**src/rtl/sr_cmd_conditioner.sv**
```systemverilog
// rtl/sr_cmd_conditioner.sv - SR flip-flop command conditioner: sync, debounce, edge detect, arbitrate, pulse with hold-off
// Optional conflict counter enabled by defining SRCMD_CONFLICT_CNT_EN.
module sr_cmd_conditioner #(
  parameter int DB_CYCLES    = 4,
  parameter int DB_W         = 3,
  parameter int HOLD_CYCLES  = 2,
  parameter int HOLD_W       = 2,
  parameter int PRIORITY_SET = 1,
  parameter int CONF_W       = 8
) (
  input  logic              clk,
  input  logic              reset,
  input  logic              set_in,
  input  logic              clr_in,
  output logic              s,
  output logic              r,
  output logic              busy
`ifdef SRCMD_CONFLICT_CNT_EN
  ,
  output logic [CONF_W-1:0] conflict_cnt
`endif
);

  typedef enum logic [1:0] {IDLE, PULSE, GAP} state_t;

  state_t            state;
  logic [1:0]        set_sync, clr_sync;
  logic [DB_W-1:0]   set_cnt, clr_cnt;
  logic              set_db, clr_db;
  logic              set_prev, clr_prev;
  logic              set_pend, clr_pend;
  logic [HOLD_W-1:0] hold_cnt;

  logic set_rise, clr_rise, set_req, clr_req;

  // A fresh rising edge is treated as a request in the same cycle it is seen,
  // so the pending flag does not add a cycle of latency when the FSM is idle.
  assign set_rise = set_db & ~set_prev;
  assign clr_rise = clr_db & ~clr_prev;
  assign set_req  = set_pend | set_rise;
  assign clr_req  = clr_pend | clr_rise;

  // Two-flop synchronisers for the raw asynchronous request levels
  always_ff @(posedge clk or posedge reset) begin
    if (reset) begin
      set_sync <= 2'b00;
      clr_sync <= 2'b00;
    end else begin
      set_sync <= {set_sync[0], set_in};
      clr_sync <= {clr_sync[0], clr_in};
    end
  end

  // Debounce: accept a new level only after DB_CYCLES consecutive disagreeing cycles
  always_ff @(posedge clk or posedge reset) begin
    if (reset) begin
      set_cnt <= '0;
      set_db  <= 1'b0;
      clr_cnt <= '0;
      clr_db  <= 1'b0;
    end else begin
      if (set_sync[1] == set_db) begin
        set_cnt <= '0;
      end else if (set_cnt == DB_W'(DB_CYCLES - 1)) begin
        set_db  <= set_sync[1];
        set_cnt <= '0;
      end else begin
        set_cnt <= set_cnt + DB_W'(1);
      end

      if (clr_sync[1] == clr_db) begin
        clr_cnt <= '0;
      end else if (clr_cnt == DB_W'(DB_CYCLES - 1)) begin
        clr_db  <= clr_sync[1];
        clr_cnt <= '0;
      end else begin
        clr_cnt <= clr_cnt + DB_W'(1);
      end
    end
  end

  // Edge history of the debounced levels
  always_ff @(posedge clk or posedge reset) begin
    if (reset) begin
      set_prev <= 1'b0;
      clr_prev <= 1'b0;
    end else begin
      set_prev <= set_db;
      clr_prev <= clr_db;
    end
  end

  // Arbitration FSM with registered pulse outputs and hold-off gap
  always_ff @(posedge clk or posedge reset) begin
    if (reset) begin
      state    <= IDLE;
      s        <= 1'b0;
      r        <= 1'b0;
      busy     <= 1'b0;
      set_pend <= 1'b0;
      clr_pend <= 1'b0;
      hold_cnt <= '0;
    end else begin
      s        <= 1'b0;
      r        <= 1'b0;
      set_pend <= set_req;
      clr_pend <= clr_req;
      case (state)
        IDLE: begin
          if (set_req && clr_req) begin
            // Loser of a simultaneous request is dropped, not deferred
            if (PRIORITY_SET != 0) s <= 1'b1;
            else                   r <= 1'b1;
            set_pend <= 1'b0;
            clr_pend <= 1'b0;
            busy     <= 1'b1;
            state    <= PULSE;
          end else if (set_req) begin
            s        <= 1'b1;
            set_pend <= 1'b0;
            busy     <= 1'b1;
            state    <= PULSE;
          end else if (clr_req) begin
            r        <= 1'b1;
            clr_pend <= 1'b0;
            busy     <= 1'b1;
            state    <= PULSE;
          end
        end
        PULSE: begin
          hold_cnt <= HOLD_W'(HOLD_CYCLES - 1);
          state    <= GAP;
        end
        GAP: begin
          if (hold_cnt == '0) begin
            busy  <= 1'b0;
            state <= IDLE;
          end else begin
            hold_cnt <= hold_cnt - HOLD_W'(1);
          end
        end
        default: begin
          busy  <= 1'b0;
          state <= IDLE;
        end
      endcase
    end
  end

`ifdef SRCMD_CONFLICT_CNT_EN
  logic conflict_hit;
  assign conflict_hit = (state == IDLE) & set_req & clr_req;

  // Saturating count of requests dropped by arbitration
  always_ff @(posedge clk or posedge reset) begin
    if (reset) begin
      conflict_cnt <= '0;
    end else if (conflict_hit && (conflict_cnt != '1)) begin
      conflict_cnt <= conflict_cnt + CONF_W'(1);
    end
  end
`endif

endmodule

```
**config.mk**
```make
export PLATFORM = sky130hd
export DESIGN_NAME = sr_cmd_conditioner
export DESIGN_NICKNAME = d
export VERILOG_FILES = /design/src/rtl/sr_cmd_conditioner.sv
export SDC_FILE = /design/constraint.sdc
export NUM_CORES = 1
export LEC_CHECK = 0
export CAP_MARGIN = 20
export CORE_MARGIN = 2
export CORE_UTILIZATION = 40
export DETAILED_ROUTE_END_ITERATION = 10
export GPL_ROUTABILITY_DRIVEN = 0
export PLACE_DENSITY_LB_ADDON = 0.1
export SYNTH_ARGS = -nofsm -noshare
export SYNTH_HDL_FRONTEND = slang
export SYNTH_SLANG_ARGS = --single-unit
export TNS_END_PERCENT = 50
```
**constraint.sdc**
```tcl
create_clock -name clk -period 1.2 [get_ports clk]
set_input_delay 0.24 -clock clk [delete_from_list [all_inputs] [get_ports clk]]
set_output_delay 0.24 -clock clk [all_outputs]
set_load 0.02 [all_outputs]
```
==> flow_metrics.py, run 1 <==
metrics = {
    "worst_setup_path": {
        "reg2reg_depth": 3,
        "crit_required_ns": 1.40,
        "r2r_start": "set_cnt[0]",
        "crit_buf_inv": 0,
        "cp_data_arrival_time_ns": 1.34,
        "cp-end-kind": "register",
        "max_stage_delay_ns": 0.37,
        "crit_path_start_kind": "register",
        "crit_fanout": 3,
        "worstPathCellList": "ha_2 > nor2b_4 > mux2_2",
        "reg2reg_slack_ns": 0.06,
        "reg2reg_to": "set_db",
        "critical-path-top-delay-family": "flip-flops",
        "critPathKind": "register to register",
        "cp_slowest_cell": "dfrtp_1",
    },
    "grt": {
        "grtUsageTotal": 0.115,
        "grt_pass1_wl_microns": 2120,
        "grt_pass1_vias": 474,
        "antenna_found_initial": 0,
        "grt_overflow_total": 0,
        "grt_max_degree": 24,
    },
    "synthesis": {
        "netlist_instances": 64,
        "seq_area_frac_synth": 0.662,
        "syn_area_sq_um": 870,
        "muxShareOfSynthArea": 0.0388,
        "synth_compound_area_frac": 0.0590,
        "synthXorXnorAreaFrac": 0.0201,
        "synth-seq-cells": 23,
        "ys_warn_count": 0,
        "synth_cell_types": 18,
        "syn_nets": 71,
        "synth_top_family_by_area": "simple AND/OR/NAND/NOR gates",
        "synth_fa_ha_area_frac": 0.0432,
        "yosys.area_share.simple": 0.155,
        "syn_avg_cell_area_sq_um": 13.6,
    },
    "clocking": {
        "root_buffer": "clkbuf_4",
        "insertion_delay_ns": 0.30,
        "post_cts_buffers": 0,
        "clkTransAtPathRegs_ns": 0.11,
        "postCtsHoldBufs": 0,
        "clk_path_buf_depth": 2,
        "cts_buffers": 3,
        "clock_sinks": 23,
        "tritoncts": "built",
        "htreeDepth": 1,
    },
    "placement": {
        "place_hpwl_microns": 803,
        "dpl.cell_count": 98,
        "placed_cell_area_sq_um": 983,
        "dp_slack_ns": 0.0124,
        "io_buffers": 6,
    },
    "route": {
        "wl_per_cell_microns": 11.6,
        "drtAntennaViolNets": 0,
        "drt_iter0_markers": 2,
        "post-route-drc-count": 0,
        "vias": 505,
        "firstDrtPassIters": 3,
        "vias_per_cell": 4.95,
        "wl_microns": 1190,
    },
    "floorplanning": {
        "start_util": 0.434,
        "die_w_microns": 50.6,
        "die_area_sq_um": 2560,
        "rows": 16,
        "die_h_microns": 50.6,
        "coreArea_sq_um": 2000,
        "io_pins": 7,
    },
    "power_and_ir_drop": {
        "p_leak_uw": 0.000478,
        "power_per_cell_area_nw_per_um2": 2330,
        "p_total_uw": 2420,
        "peakVddDrop_mv": 1.15,
    },
    "sta": {
        "whs_ns": 0.250,
        "clock_skew_ns": 0.00115,
        "setup_slack_ns": 0.0594,
        "period_minus_slack_ns": 1.14,
        "setup_viol": 0,
        "max_freq_ghz": 0.877,
        "tightest_slew_ns": 0.325,
        "relSlewSlack": 0.782,
        "finalMaxSlewViolations": 0,
        "fin_crit_sh": 0.951,
        "hold_viol": 0,
    },
    "job": {
        "maxCapViolCount": 0,
    },
    "final_layout": {
        "diodes": 0,
        "area_growth_pct": 19.1,
        "design_area_sq_um": 1040,
        "final_cells": 102,
        "final_nets": 83,
        "drive_gt1_frac": 0.253,
    },
    "hold_path": {
        "hold_class": "primary input to asynchronous set/reset pin",
    },
    "run_status": {
        "status": "finished, final reports clean",
    },
}
layout make-up:
class,count,area [sq um]
clock buffer,4,26.3
sequential,23,576
fill,189,966
tap,27,33.8
timing repair buffer,7,65.1
inverter,5,18.8
multi-input combinational,36,317
worst max-delay path by stage:
stage / startpoint / end / slack [ns] / cells past startpoint
3_5_place_dp: hold_cnt[0] / hold_cnt[0] / 0.01 / 5
4_1_cts: hold_cnt[0] / hold_cnt[1] / -0.008 / 5
3_3_place_gp: busy / busy / 0.04 / 1
2_1_floorplan: hold_cnt[0] / hold_cnt[0] / 0.07 / 5
5_1_grt: clr_cnt[0] / clr_db / -0.007 / 3
6_report: set_cnt[0] / set_db / 0.06 / 3
registers in the layout (all words and copies together), names as in the netlist, 2 cells and up:
register and flops:
hold_cnt 2, set_sync 2, clr_sync 2, clr_cnt 3
state 2, set_cnt 3
per-stage QoR:
step | TNS [ns] | utilization
floorplan | 0 | -
global placement | 0 | 0.491
detailed placement | 0 | 0.491
CTS | -0.0113 | 0.503
global route | -0.00731 | 0.518
finish | 0 | 0.518
cell families after synthesis:
logic type,after synthesis
multiplexers,3
adder cells (fa/ha/maj),3
XOR/XNOR,2
AO/OA/AOI/OAI,7
buffers and inverters,5
AND/OR/NAND/NOR,21
flip-flops,23
per-layer routing:
layer | global-route usage | share of wire | up-vias
li1 | - | - | 241
met1 | 0.149 | 0.48 | 252
met2 | 0.167 | 0.45 | 10
met3 | 0.0625 | 0.057 | 2
met4 | 0.0270 | 0.013 | 0
met5 | 0 | 0 | -
power by group:
part | internal [uW] | switching, uW
logic | 444 | 412
clock network | 130 | 211
registers | 1030 | 194
worst min-delay path: cells and delay by family:
kind,cells,cell delay [ns]
buffers and inverters,3,0.67
placed cells by master, fill, tap and decap left out:
cell             count
and3b_1              2
o21ai_0              2
nand2_1              1
clkbuf_1             1
ha_4                 1
ha_2                 1
o41ai_4              1
o22a_1               1
ha_1                 1
xnor2_1              2
clkdlybuf4s50_1      3
clkbuf_4             3
and2b_1              1
nor3b_1              4
nor3_1               3
buf_12               1
a21oi_1              2
nor2b_4              3
o22ai_1              1
nor3b_2              1
nor2_1               6
inv_2                2
inv_1                3
dfrtp_1             23
mux2_2               3
buf_2                3
what timing repair did:
action	4_1_cts	5_1_grt
gates resized for setup	10	11
pin swaps	0	2
setup endpoints to repair	5	8
synthesized netlist by cell type:
cell type	number	area (sq um)
dfrtp_1	23	576
nor2_1	6	22.5
inv_1	5	18.8
nor3b_1	5	37.5
ha_1	3	37.5
mux2_2	3	33.8
nor3_1	3	15.0
a21oi_1	2	10.0
and3b_1	2	17.5
nor2b_2	2	17.5
o21ai_0	2	10.0
xnor2_1	2	17.5
and2b_1	1	7.51
nand2_1	1	3.75
nor2b_4	1	13.8
o22a_1	1	8.76
o22ai_1	1	6.26
o41ai_2	1	16.3
Note: power is estimated with default switching activity, not from simulation.
==> run 2, diff against run 1 <==
--- a/config.mk
+++ b/config.mk
@@ -7,7 +7,7 @@
 export LEC_CHECK = 0
 export CAP_MARGIN = 20
 export CORE_MARGIN = 2
-export CORE_UTILIZATION = 40
+export CORE_UTILIZATION = 48
 export DETAILED_ROUTE_END_ITERATION = 10
 export GPL_ROUTABILITY_DRIVEN = 0
 export PLACE_DENSITY_LB_ADDON = 0.1
==> run 2 against run 1 <==
Against the previous run: count of clock-buffer cells in the layout did not move; fmax fell by 0.87%; die area decreased by 15%; first-iteration DRC count is the same; sequential cell count unchanged; non-clock buffer count rose by 2; combinational power shrank 0.7%; global-route usage up 2.0 points; cell count unchanged; worst setup slack got worse by 0.010 ns.
==> flow_metrics.py, run 2 (synthesis gave the netlist of run 1 again) <==
metrics = {
    "clocking": {
        "root_buffer": "clkbuf_4",
        "clock_sinks": 23,
        "clkTransAtPathRegs_ns": 0.11,
        "tritoncts": "built",
        "insertion_delay_ns": 0.30,
        "htreeDepth": 1,
        "cts_buffers": 3,
        "clk_path_buf_depth": 2,
        "postCtsHoldBufs": 0,
    },
    "final_layout": {
        "reg_top3": "clr_cnt (3), set_cnt (3)",
        "mostFrequentLayoutCell": "dfrtp_1",
        "final_nets": 85,
        "final_cells": 102,
        "area_growth_pct": 19.0,
        "design_area_sq_um": 1030,
        "drive_gt1_frac": 0.247,
        "final_cell_mix": "23 x dfrtp_1, 6 x nor2_1, 4 x inv_1, 4 x nor3b_1",
        "final_util": 0.606,
        "diodes": 0,
    },
    "worst_setup_path": {
        "critPathKind": "register to register",
        "reg2reg_depth": 3,
        "cp_data_arrival_time_ns": 1.35,
        "cp-end-kind": "register",
        "reg2reg_to": "set_db",
        "cp_slowest_cell": "dfrtp_1",
        "crit_fanout": 3,
        "worstPathCellList": "ha_1 > nor2b_4 > mux2_2",
        "reg2reg_slack_ns": 0.05,
        "max_stage_delay_ns": 0.37,
        "crit_buf_inv": 0,
        "r2r_start": "set_cnt[0]",
        "crit_required_ns": 1.40,
        "crit_path_start_kind": "register",
        "critical-path-top-delay-family": "flip-flops",
    },
    "route": {
        "drt_iter0_markers": 2,
        "drtAntennaViolNets": 0,
        "vias_per_cell": 4.77,
        "wl_per_cell_microns": 10.9,
        "firstDrtPassIters": 3,
        "wl_microns": 1110,
        "post-route-drc-count": 0,
        "vias": 487,
    },
    "placement": {
        "dpl.cell_count": 97,
        "placed_cell_area_sq_um": 988,
        "io_buffers": 6,
        "place_hpwl_microns": 779,
    },
    "power_and_ir_drop": {
        "p_total_uw": 2370,
        "peakVddDrop_mv": 1.10,
        "power_per_cell_area_nw_per_um2": 2290,
        "p_leak_uw": 0.000488,
    },
    "grt": {
        "grt_pass1_vias": 466,
        "grtUsageTotal": 0.135,
        "met3_usage": 0.0235,
        "busiest_layer": "met2",
        "antenna_found_initial": 0,
        "grt_overflow_total": 0,
        "grt_use_met2": 0.203,
        "use_met1": 0.163,
        "grt_pass1_wl_microns": 1930,
        "grt_max_degree": 24,
    },
    "sta": {
        "clock_skew_ns": 0.00233,
        "finalMaxSlewViolations": 0,
        "period_minus_slack_ns": 1.15,
        "relSlewSlack": 0.810,
        "setup_tns_ns": 0,
        "setup_viol": 0,
        "fin_crit_sh": 0.959,
        "tightest_slew_ns": 0.281,
        "max_freq_ghz": 0.869,
        "rsz0062_at_grt": "yes",
        "hold_viol": 0,
    },
    "floorplanning": {
        "coreArea_sq_um": 1710,
        "io_pins": 7,
        "die_h_microns": 46.6,
        "rows": 15,
        "start_util": 0.509,
        "die_w_microns": 46.6,
        "die_area_sq_um": 2170,
    },
    "job": {
        "maxCapViolCount": 0,
    },
    "run_status": {
        "status": "finished, final reports clean",
    },
    "hold_path": {
        "hold_class": "primary input to asynchronous set/reset pin",
    },
}
[run 2: cell count changes in the layout (fill, tap and decap cells not counted), sizes merged]
cell | before | now
buf | 4 | 6
[run 2: layout make-up]
type	count	area (sq um)
Tap cell	25	31.3
Sequential cell	23	576
Multi-Input combinational cell	36	303
Inverter	5	18.8
Timing Repair Buffer	9	80.1
Fill cell	144	673
Clock buffer	4	26.3
[run 2: through the flow]
step	setup slack (ns)	hold WS [ns]
global placement	0.0381	0.334
floorplan	0.0688	0.242
detailed placement	-0.00384	0.336
global route	-0.00819	0.237
CTS	0.00118	0.234
finish	0.0493	0.240
[run 2: repair_timing]
item / 4_1_cts / 5_1_grt
resized for setup: 10 / 8
setup endpoints to repair: 4 / 7
hold endpoints to repair: 0 / 0
buffers inserted: 0 / 1
[run 2: report_power, final]
group          leakage (uW)  switching, uW  internal [uW]
registers          0.000287            160           1020
clock network     0.0000150            210            130
logic              0.000186            402            448
[run 2: routing by layer]
metal  up-vias  part of all wire
met2         6              0.46
met5         -                 0
met3         4             0.031
li1        242                 -
met1       235              0.47
met4         0             0.032
[run 2: how the worst max path moves through the flow]
stage / startpoint / endpoint / slack, ns / depth (start not counted)
2_1_floorplan: hold_cnt[0] / hold_cnt[0] / 0.07 / 5
3_3_place_gp: clr_cnt[0] / clr_db / 0.04 / 3
3_5_place_dp: hold_cnt[0] / hold_cnt[0] / -0.004 / 5
4_1_cts: busy / busy / 0.001 / 1
5_1_grt: hold_cnt[0] / hold_cnt[0] / -0.008 / 5
6_report: set_cnt[0] / set_db / 0.05 / 3
[run 2: tightest hold or removal path, delay by kind of cell]
| kind | cells | cell delay, ns |
|---|---|---|
| buffers and inverters | 3 | 0.65 |
==> run 3, diff against run 2 <==
--- a/config.mk
+++ b/config.mk
@@ -10,7 +10,7 @@
 export CORE_UTILIZATION = 48
 export DETAILED_ROUTE_END_ITERATION = 10
 export GPL_ROUTABILITY_DRIVEN = 0
-export PLACE_DENSITY_LB_ADDON = 0.1
+export PLACE_DENSITY = 0.71
 export SYNTH_ARGS = -nofsm -noshare
 export SYNTH_HDL_FRONTEND = slang
 export SYNTH_SLANG_ARGS = --single-unit
==> constraint.sdc (replaced) <==
create_clock -name clk -period 1.2 [get_ports clk]
set_input_delay 0.3 -clock clk [delete_from_list [all_inputs] [get_ports clk]]
set_output_delay 0.3 -clock clk [all_outputs]
set_load 0.02 [all_outputs]
==> run 3 against run 2 <==
Against the previous run: cell count is 0.98% higher; register-to-register slack about the same; cell area is 0.97% higher; clock power shrank 1%; wire length increased by 1.6%; die area is the same; sequential share of layout area decreased by 0.53 points; critical path type unchanged.
==> flow_metrics.py, run 3 (synthesis gave the netlist of run 1 again) <==
metrics = {
    "run_status": {
        "status": "finished, final reports clean",
    },
    "clocking": {
        "clkTransAtPathRegs_ns": 0.11,
        "htreeDepth": 1,
        "clk_path_buf_depth": 2,
        "cts_buffers": 3,
        "clock_sinks": 23,
        "tritoncts": "built",
        "root_buffer": "clkbuf_4",
        "insertion_delay_ns": 0.30,
    },
    "worst_setup_path": {
        "critPathKind": "register to register",
        "reg2reg_to": "clr_db",
        "crit_fanout": 3,
        "cp_slowest_cell": "dfrtp_1",
        "cp-end-kind": "register",
        "r2r_start": "clr_cnt[0]",
        "reg2reg_depth": 3,
        "cp_data_arrival_time_ns": 1.34,
        "max_stage_delay_ns": 0.37,
        "crit_required_ns": 1.40,
        "reg2reg_slack_ns": 0.06,
        "worstPathCellList": "ha_1 > nor2b_4 > mux2_2",
        "crit_path_start_kind": "register",
        "critPathLaunch": "clr_cnt[0]",
        "cp-endpoint": "clr_db",
    },
    "power_and_ir_drop": {
        "p_leak_uw": 0.000490,
        "peakVddDrop_mv": 1.20,
        "combinationalPowerShare": 0.363,
        "power_per_cell_area_nw_per_um2": 2300,
        "pwr-share-clk": 0.140,
        "switching_share": 0.325,
        "p_seq_frac": 0.497,
        "p_int_uw": 1620,
        "p_sw_uw": 782,
    },
    "final_layout": {
        "mostFrequentLayoutCell": "dfrtp_1",
        "final_nets": 86,
        "reg_top3": "clr_cnt (3), set_cnt (3)",
        "drive_gt1_frac": 0.269,
        "final_cell_mix": "23 x dfrtp_1, 6 x nor2_1, 4 x inv_1, 4 x nor3b_1",
        "diodes": 0,
        "fillers": 135,
        "area_growth_pct": 20.1,
    },
    "route": {
        "wl_microns": 1130,
        "vias_per_cell": 4.86,
        "drtAntennaViolNets": 0,
        "firstDrtPassIters": 3,
        "post-route-drc-count": 0,
        "drt_iter0_markers": 2,
        "vias": 501,
        "wl_per_cell_microns": 11.0,
    },
    "floorplanning": {
        "coreArea_sq_um": 1710,
        "die_area_sq_um": 2170,
        "rows": 15,
        "io_pins": 7,
        "die_h_microns": 46.6,
        "die_w_microns": 46.6,
        "start_util": 0.509,
    },
    "grt": {
        "grt_pass1_vias": 487,
        "grt_pass1_wl_microns": 1980,
        "grt_overflow_total": 0,
        "grtUsageTotal": 0.134,
        "antenna_found_initial": 0,
        "grt_max_degree": 24,
    },
    "placement": {
        "io_buffers": 6,
        "place_hpwl_microns": 797,
        "dp_slack_ns": -0.0360,
    },
    "sta": {
        "max_freq_ghz": 0.875,
        "clock_skew_ns": 0.00157,
        "whs_ns": 0.302,
        "hold_viol": 0,
        "relSlewSlack": 0.811,
        "setup_slack_ns": 0.0567,
        "setup_viol": 0,
        "finalMaxSlewViolations": 0,
        "fin_crit_sh": 0.953,
        "tightest_slew_ns": 0.281,
        "period_minus_slack_ns": 1.14,
    },
    "hold_path": {
        "hold_class": "primary input to asynchronous set/reset pin",
    },
    "job": {
        "maxCapViolCount": 0,
    },
}
run 3: worst max-delay path: cells and delay by family (launching register included):
family / cells / cell delay [ns]
and+or+nand+nor: 1 / 0.17
DFF: 1 / 0.37
adders and majority gates: 1 / 0.17
muxes: 1 / 0.33
run 3: through the flow:
stage,utilization,cell area [sq um],power (uW),instances,TNS [ns]
detailed placement,0.574,981,2020,96,-0.0460
finish,0.612,1040,2400,103,0
floorplan,-,870,1790,64,0
global route,0.612,1040,2610,103,-0.00810
CTS,0.587,1000,2360,101,0
global placement,0.574,981,1970,96,-0.00809
run 3: layout make-up:
cell class,instances,area (sq um),area share
Sequential cell,23,576,0.551
Multi-Input combinational cell,36,305,0.292
Timing Repair Buffer,10,87.6,0.0838
Tap cell,25,31.3,0.0299
Clock buffer,4,26.3,0.0251
Inverter,5,18.8,0.0180
run 3: timing repair:
action,4_1_cts,5_1_grt
hold buffers,0,0
hold endpoints to repair,0,0
pin swaps,0,1
setup buffers,1,2
endpoints found under the setup margin,4,5
resized for setup,13,6
run 3: how the worst min path moves through the flow:
| stage | start | endpoint | slack (ns) | cells past startpoint |
|---|---|---|---|---|
| detailed placement | set_sync[0] | set_sync[1] | 0.33 | 0 |
| finish | reset | set_cnt[1] | 0.30 | 3 |
| CTS | reset | hold_cnt[0] | 0.30 | 3 |
| global placement | set_sync[0] | set_sync[1] | 0.33 | 0 |
| global route | reset | set_db | 0.34 | 3 |
| floorplan | reset | busy | 0.30 | 1 |
run 3: power groups by stage:
stage / sequential (uW) / clock, uW / combinational (uW)
2_1_floorplan: 1230 / 0 / 556
3_3_place_gp: 1200 / 0 / 770
3_5_place_dp: 1220 / 0 / 803
4_1_cts: 1200 / 355 / 802
5_1_grt: 1230 / 380 / 994
6_report: 1200 / 335 / 872
run 3: routing by layer:
metal | track usage | wire length [microns] | up-vias
li1 | - | - | 249
met1 | 0.159 | 492 | 245
met2 | 0.222 | 594 | 5
met3 | 0.0235 | 30 | 2
met4 | 0.0857 | 10 | 0
met5 | 0 | 0 | -
